$ cat config.mk
export PLATFORM = sky130hd
export DESIGN_NAME = viterbi_frame_ctrl
export DESIGN_NICKNAME = d
export VERILOG_FILES = /design/src/rtl/viterbi_pkg.sv /design/src/rtl/coded_frame_buffer.sv /design/src/rtl/viterbi_frame_ctrl.sv
export SDC_FILE = /design/constraint.sdc
export NUM_CORES = 1
export LEC_CHECK = 0
export CORE_ASPECT_RATIO = 1.25
export CORE_MARGIN = 5
export CORE_UTILIZATION = 43
export DETAILED_ROUTE_END_ITERATION = 10
export PLACE_DENSITY_LB_ADDON = 0.25
export SYNTH_ARGS = -nofsm -noshare
export SYNTH_HDL_FRONTEND = slang
export SYNTH_HIERARCHICAL = 1
export SYNTH_SLANG_ARGS = --single-unit
$ cat constraint.sdc
create_clock -name Clk -period 4.4 [get_ports Clk]
set_input_delay 0.66 -clock Clk [delete_from_list [all_inputs] [get_ports Clk]]
set_output_delay 0.66 -clock Clk [all_outputs]
set_load 0.01 [all_outputs]
$ cat src/rtl/viterbi_pkg.sv
// Shared constants and scheduler state encoding for the K=7 rate-1/2 Viterbi path.
package viterbi_pkg;

    localparam int FRAME_CODED         = 48;
    localparam int FRAME_DATA          = 24;
    localparam int DEC_LATENCY_DEFAULT = 26;

    // Write pointer covers 0..FRAME_CODED-1; the feed index also needs FRAME_CODED itself.
    localparam int IDX_W    = $clog2(FRAME_CODED);
    localparam int RD_IDX_W = $clog2(FRAME_CODED + 1);

    typedef enum logic [2:0] {
        ST_SYNC,
        ST_IDLE,
        ST_FEED,
        ST_WAIT,
        ST_CAPTURE,
        ST_HOLD
    } sched_state_t;

endpackage

$ cat src/rtl/coded_frame_buffer.sv
// Two-bank ping-pong store for coded frames: write pointer, full flags, read-bit mux.
module coded_frame_buffer
    import viterbi_pkg::*;
(
    input  logic                Clk,
    input  logic                reset,
    input  logic                wr_valid,
    input  logic                wr_bit,
    output logic                wr_ready,
    input  logic [RD_IDX_W-1:0] rd_idx,
    input  logic                rd_free,
    output logic                rd_full,
    output logic                rd_bit
);

    logic [1:0][FRAME_CODED-1:0] mem;
    logic [1:0]                  full;
    logic [1:0]                  full_nxt;
    logic                        wr_bank;
    logic                        rd_bank;
    logic [IDX_W-1:0]            wr_ptr;
    logic                        wr_fire;
    logic                        wr_last;

    assign wr_fire = wr_valid && wr_ready;
    assign wr_last = wr_fire && (wr_ptr == IDX_W'(FRAME_CODED - 1));
    assign rd_full = full[rd_bank];
    assign rd_bit  = (rd_idx < RD_IDX_W'(FRAME_CODED)) ? mem[rd_bank][rd_idx] : 1'b0;

    // Next full flags: a free of the read bank and a fill of the write bank can land together.
    always_comb begin
        full_nxt = full;
        if (rd_free) full_nxt[rd_bank] = 1'b0;
        if (wr_last) full_nxt[wr_bank] = 1'b1;
    end

    // Bank storage, pointers and a registered ready that looks at the post-edge write bank.
    always_ff @(posedge Clk or negedge reset) begin
        if (!reset) begin
            mem      <= '0;
            full     <= '0;
            wr_bank  <= 1'b0;
            rd_bank  <= 1'b0;
            wr_ptr   <= '0;
            wr_ready <= 1'b0;
        end else begin
            full     <= full_nxt;
            wr_ready <= !full_nxt[wr_bank ^ wr_last];
            if (wr_fire) begin
                mem[wr_bank][wr_ptr] <= wr_bit;
                wr_ptr <= wr_last ? '0 : wr_ptr + IDX_W'(1);
            end
            if (wr_last) wr_bank <= ~wr_bank;
            if (rd_free) rd_bank <= ~rd_bank;
        end
    end

endmodule

$ cat src/rtl/viterbi_frame_ctrl.sv
// Frame scheduler: buffers coded bits, bursts each frame into the decoder,
// waits out the decoder latency, captures the decoded word and hands it downstream.
module viterbi_frame_ctrl
    import viterbi_pkg::*;
#(
    parameter int DEC_LATENCY = DEC_LATENCY_DEFAULT,
    parameter int CNT_W       = 16
) (
    input  logic                  Clk,
    input  logic                  reset,
    input  logic                  s_bit,
    input  logic                  s_valid,
    output logic                  s_ready,
    output logic                  dec_reset,
    output logic                  dec_in,
    output logic                  dec_valid_in,
    input  logic                  dec_out,
    output logic [FRAME_DATA-1:0] m_data,
    output logic                  m_valid,
    input  logic                  m_ready,
    output logic                  busy,
    output logic [CNT_W-1:0]      frame_cnt
);

    // One phase counter serves SYNC, WAIT and CAPTURE; size it for the longest of them.
    localparam int PH_MAX = (DEC_LATENCY > FRAME_DATA) ? DEC_LATENCY : FRAME_DATA;
    localparam int PH_W   = $clog2(PH_MAX + 1);

    sched_state_t        state;
    logic [RD_IDX_W-1:0] feed_idx;
    logic [PH_W-1:0]     ph_cnt;
    logic                rd_free;
    logic                rd_full;
    logic                rd_bit;

    // feed_idx runs one ahead of the bit on dec_in; reaching FRAME_CODED means bit 47 is out.
    assign rd_free = (state == ST_FEED) && (feed_idx == RD_IDX_W'(FRAME_CODED));

    coded_frame_buffer u_buf (
        .Clk      (Clk),
        .reset    (reset),
        .wr_valid (s_valid),
        .wr_bit   (s_bit),
        .wr_ready (s_ready),
        .rd_idx   (feed_idx),
        .rd_free  (rd_free),
        .rd_full  (rd_full),
        .rd_bit   (rd_bit)
    );

    // Scheduler FSM with all decoder-side and downstream outputs registered.
    always_ff @(posedge Clk or negedge reset) begin
        if (!reset) begin
            state        <= ST_SYNC;
            feed_idx     <= '0;
            ph_cnt       <= '0;
            dec_reset    <= 1'b0;
            dec_in       <= 1'b0;
            dec_valid_in <= 1'b0;
            m_data       <= '0;
            m_valid      <= 1'b0;
            busy         <= 1'b0;
            frame_cnt    <= '0;
        end else begin
            case (state)
                ST_SYNC: begin
                    if (ph_cnt == PH_W'(1)) begin
                        ph_cnt    <= '0;
                        dec_reset <= 1'b1;
                        state     <= ST_IDLE;
                    end else begin
                        ph_cnt <= ph_cnt + PH_W'(1);
                    end
                end
                ST_IDLE: begin
                    if (rd_full) begin
                        state        <= ST_FEED;
                        busy         <= 1'b1;
                        dec_valid_in <= 1'b1;
                        dec_in       <= rd_bit;
                        feed_idx     <= RD_IDX_W'(1);
                    end
                end
                ST_FEED: begin
                    if (rd_free) begin
                        state        <= ST_WAIT;
                        dec_valid_in <= 1'b0;
                        dec_in       <= 1'b0;
                        feed_idx     <= '0;
                    end else begin
                        dec_in   <= rd_bit;
                        feed_idx <= feed_idx + RD_IDX_W'(1);
                    end
                end
                ST_WAIT: begin
                    if (ph_cnt == PH_W'(DEC_LATENCY - 1)) begin
                        ph_cnt <= '0;
                        state  <= ST_CAPTURE;
                    end else begin
                        ph_cnt <= ph_cnt + PH_W'(1);
                    end
                end
                ST_CAPTURE: begin
                    // Shift in from the top so the first sample ends up in bit 0.
                    m_data <= {dec_out, m_data[FRAME_DATA-1:1]};
                    if (ph_cnt == PH_W'(FRAME_DATA - 1)) begin
                        ph_cnt  <= '0;
                        m_valid <= 1'b1;
                        state   <= ST_HOLD;
                    end else begin
                        ph_cnt <= ph_cnt + PH_W'(1);
                    end
                end
                ST_HOLD: begin
                    if (m_ready) begin
                        m_valid   <= 1'b0;
                        busy      <= 1'b0;
                        frame_cnt <= frame_cnt + CNT_W'(1);
                        state     <= ST_IDLE;
                    end
                end
                default: state <= ST_SYNC;
            endcase
        end
    end

endmodule
==> results.toml <==
[outcome]
status = "complete, no violations"

[die]
die_area_um2 = 22300
core-area_um2 = 19300
num_rows = 57
io_pins = 52
die_x_um = 135
start_util = 0.434
die_y_um = 166

[synth]
synth_cell_type_count = 64
async_flop_share = 1.00
ys_seq_area_frac = 0.497
synth_flop_cell = "dfrtp_1"
synth_edf_count = 0
ys.warnings.count = 6
netlist_instances = 682
synth_nets = 694
synth_area_um2 = 8360
ys_ff_latch = 166
avgSynthCellArea_um2 = 12.3

[worst_setup_path]
crit_chain = "mux4_1 > mux4_2 > o211ai_2 > o211ai_1 > mux2i_1 > nor2_1"
r2r_cells = 6
worstPathRequired_ns = 4.69
critPathMaxFanout = 19
startpoint_type = "flop"
r2r-start = "u_buf/rd_bank"
critical_path_arrival_ns = 3.14
slowest_stage = "dfrtp_1"
rrSetupSlack_ns = 1.55
critPathCaptureType = "flop"
path_class = "flop to flop"
critPathMaxStageDelay_ns = 1.09
r2r_end = "dec_in"

[route]
post-route-drc-count = 0
vias = 5387
via_per_inst = 5.57
wl_per_cell_um = 19.0
first_pass_iters = 5
wl_mm = 18.4
ant_nets = 0
drtIter0Drc = 251

[timing]
finalCritPeriodShare = 0.649
rsz0062_at_grt = "false"
setup_tns_ns = 0
finalCriticalPeriod_ns = 2.85
tightest_slew_ns = 1.17
whs_ns = 0.337
slew_violations = 0
final-setup-viol-count = 0
max_freq_mhz = 350
fin_skew_ns = 0.00866
finalHoldViolCount = 0
max_slew_margin = 0.220

[clocking]
cts_sinks = 166
htree_num_levels = 4
cts_tree = "built"
clkTransAtPathRegs_ns = 0.07
post_cts_resized = 0
clock_latency_ns = 0.43
postCtsSetupBuffers = 0
root_buffer = "clkbuf_16"
cts_hold_buffers = 0
clk_path_buf_depth = 2
cts_buffers = 17

[cells_and_area]
layout_commonest_cell = "dfrtp_1"
antenna_cells = 0
final_area_um2 = 9600
syn2layout_area_growth_pct = 14.8
nets = 731
fin_util = 0.498
drive_gt1_frac = 0.245
final_cell_mix = "166 x dfrtp_1, 110 x mux2_2, 73 x nor2_1"

[global_route]
grt_pass1_wl_mm = 29.7
gr-total-overflow = 0
grt_pass1_vias = 5594
antenna_found_initial = 0
grt_max_degree = 106
grt_usage = 0.168

[place]
io_buffer_count = 51
place_area_um2 = 9000
place.gp.congestion = 0.803
hpwl_mm = 12.4

[power_and_ir_drop]
power.leakage_nw = 4.26
p_per_area_nw_per_um2 = 494
ir_drop_uv = 347

[min_path]
worstHoldPathType = "primary input to async pin"

[run]
maxCapViolations = 0
flip-flops by register name, summed over array words and instances, names as in the netlist:
signal / count
busy: 1
dec_in: 1
dec_reset: 1
dec_valid_in: 1
feed_idx: 6
frame_cnt: 16
m_data: 24
m_valid: 1
ph_cnt: 5
state: 3
u_buf/full: 2
u_buf/mem: 96
u_buf/rd_bank: 1
u_buf/wr_bank: 1
u_buf/wr_ptr: 6
u_buf/wr_ready: 1
stage by stage:
stage	total power, W	cells	setup WS [ns]
final	0.00474	967	1.55
after global routing	0.00500	967	1.44
after CTS	0.00480	967	1.54
after detailed placement	0.00327	936	1.55
after global placement	0.00321	936	1.57
after floorplan	0.00288	682	2.30
worst max-delay path: cells and delay by family, from the launching register on:
kind | cells | cell delay, ns
simple gates | 1 | 0.05
mux | 3 | 1.32
flops | 1 | 1.09
compound gates | 2 | 0.25
logic make-up (layout without fill, tap and decap cells):
kind of cell	count (synthesis)	in the layout	share of synthesized area
AND/OR/NAND/NOR	228	228	0.141
flip-flops	166	166	0.497
multiplexers	162	162	0.256
adder cells (fa/ha/maj)	6	6	0.00898
AO/OA/AOI/OAI	49	49	0.0442
buffers and inverters	50	99	0.0302
XOR/XNOR	21	21	0.0220
metal layers:
metal	global-route usage	vias up	wire, um
met3	0.0321	22	697
met5	0	-	0
met1	0.210	2743	7700
met2	0.286	116	9600
met4	0.0673	0	348
li1	-	2506	-
worst max-delay path by stage:
stage,from,end,cells after the start
3_5_place_dp,s_valid,u_buf/mem[74],6
4_1_cts,u_buf/rd_bank,dec_in,6
6_report,u_buf/rd_bank,dec_in,6
3_3_place_gp,u_buf/rd_bank,dec_in,6
5_1_grt,u_buf/rd_bank,dec_in,6
2_1_floorplan,u_buf/rd_bank,dec_in,8
synth_stat cells (all sizes together) (8+ instances only):
master | count | share of area
buf | 18 | 0.016
mux4 | 25 | 0.074
nand3 | 17 | 0.010
clkbuf | 21 | 0.0094
mux2 | 125 | 0.17
nor3b | 8 | 0.0090
dfrtp | 166 | 0.50
xnor2 | 16 | 0.017
a21oi | 8 | 0.0048
inv | 11 | 0.0049
mux2i | 12 | 0.014
nand2 | 69 | 0.031
nor2 | 73 | 0.033
o21ai | 10 | 0.0060
where the power goes:
| group | switching, W | total [W] | internal, W |
|---|---|---|---|
| combinational | 0.000581 | 0.00115 | 0.000564 |
| clock | 0.000628 | 0.00150 | 0.000872 |
| sequential | 0.000338 | 0.00210 | 0.00176 |
layout make-up:
type / count / area, um^2
tap: 236 / 295
timing repair buffer: 57 / 552
multi-input combinational: 466 / 3960
sequential: 166 / 4150
inverter: 11 / 41.3
fill: 1665 / 9660
clock buffer: 19 / 453
clock inverter: 12 / 144
(Power assumes the default switching activity.)
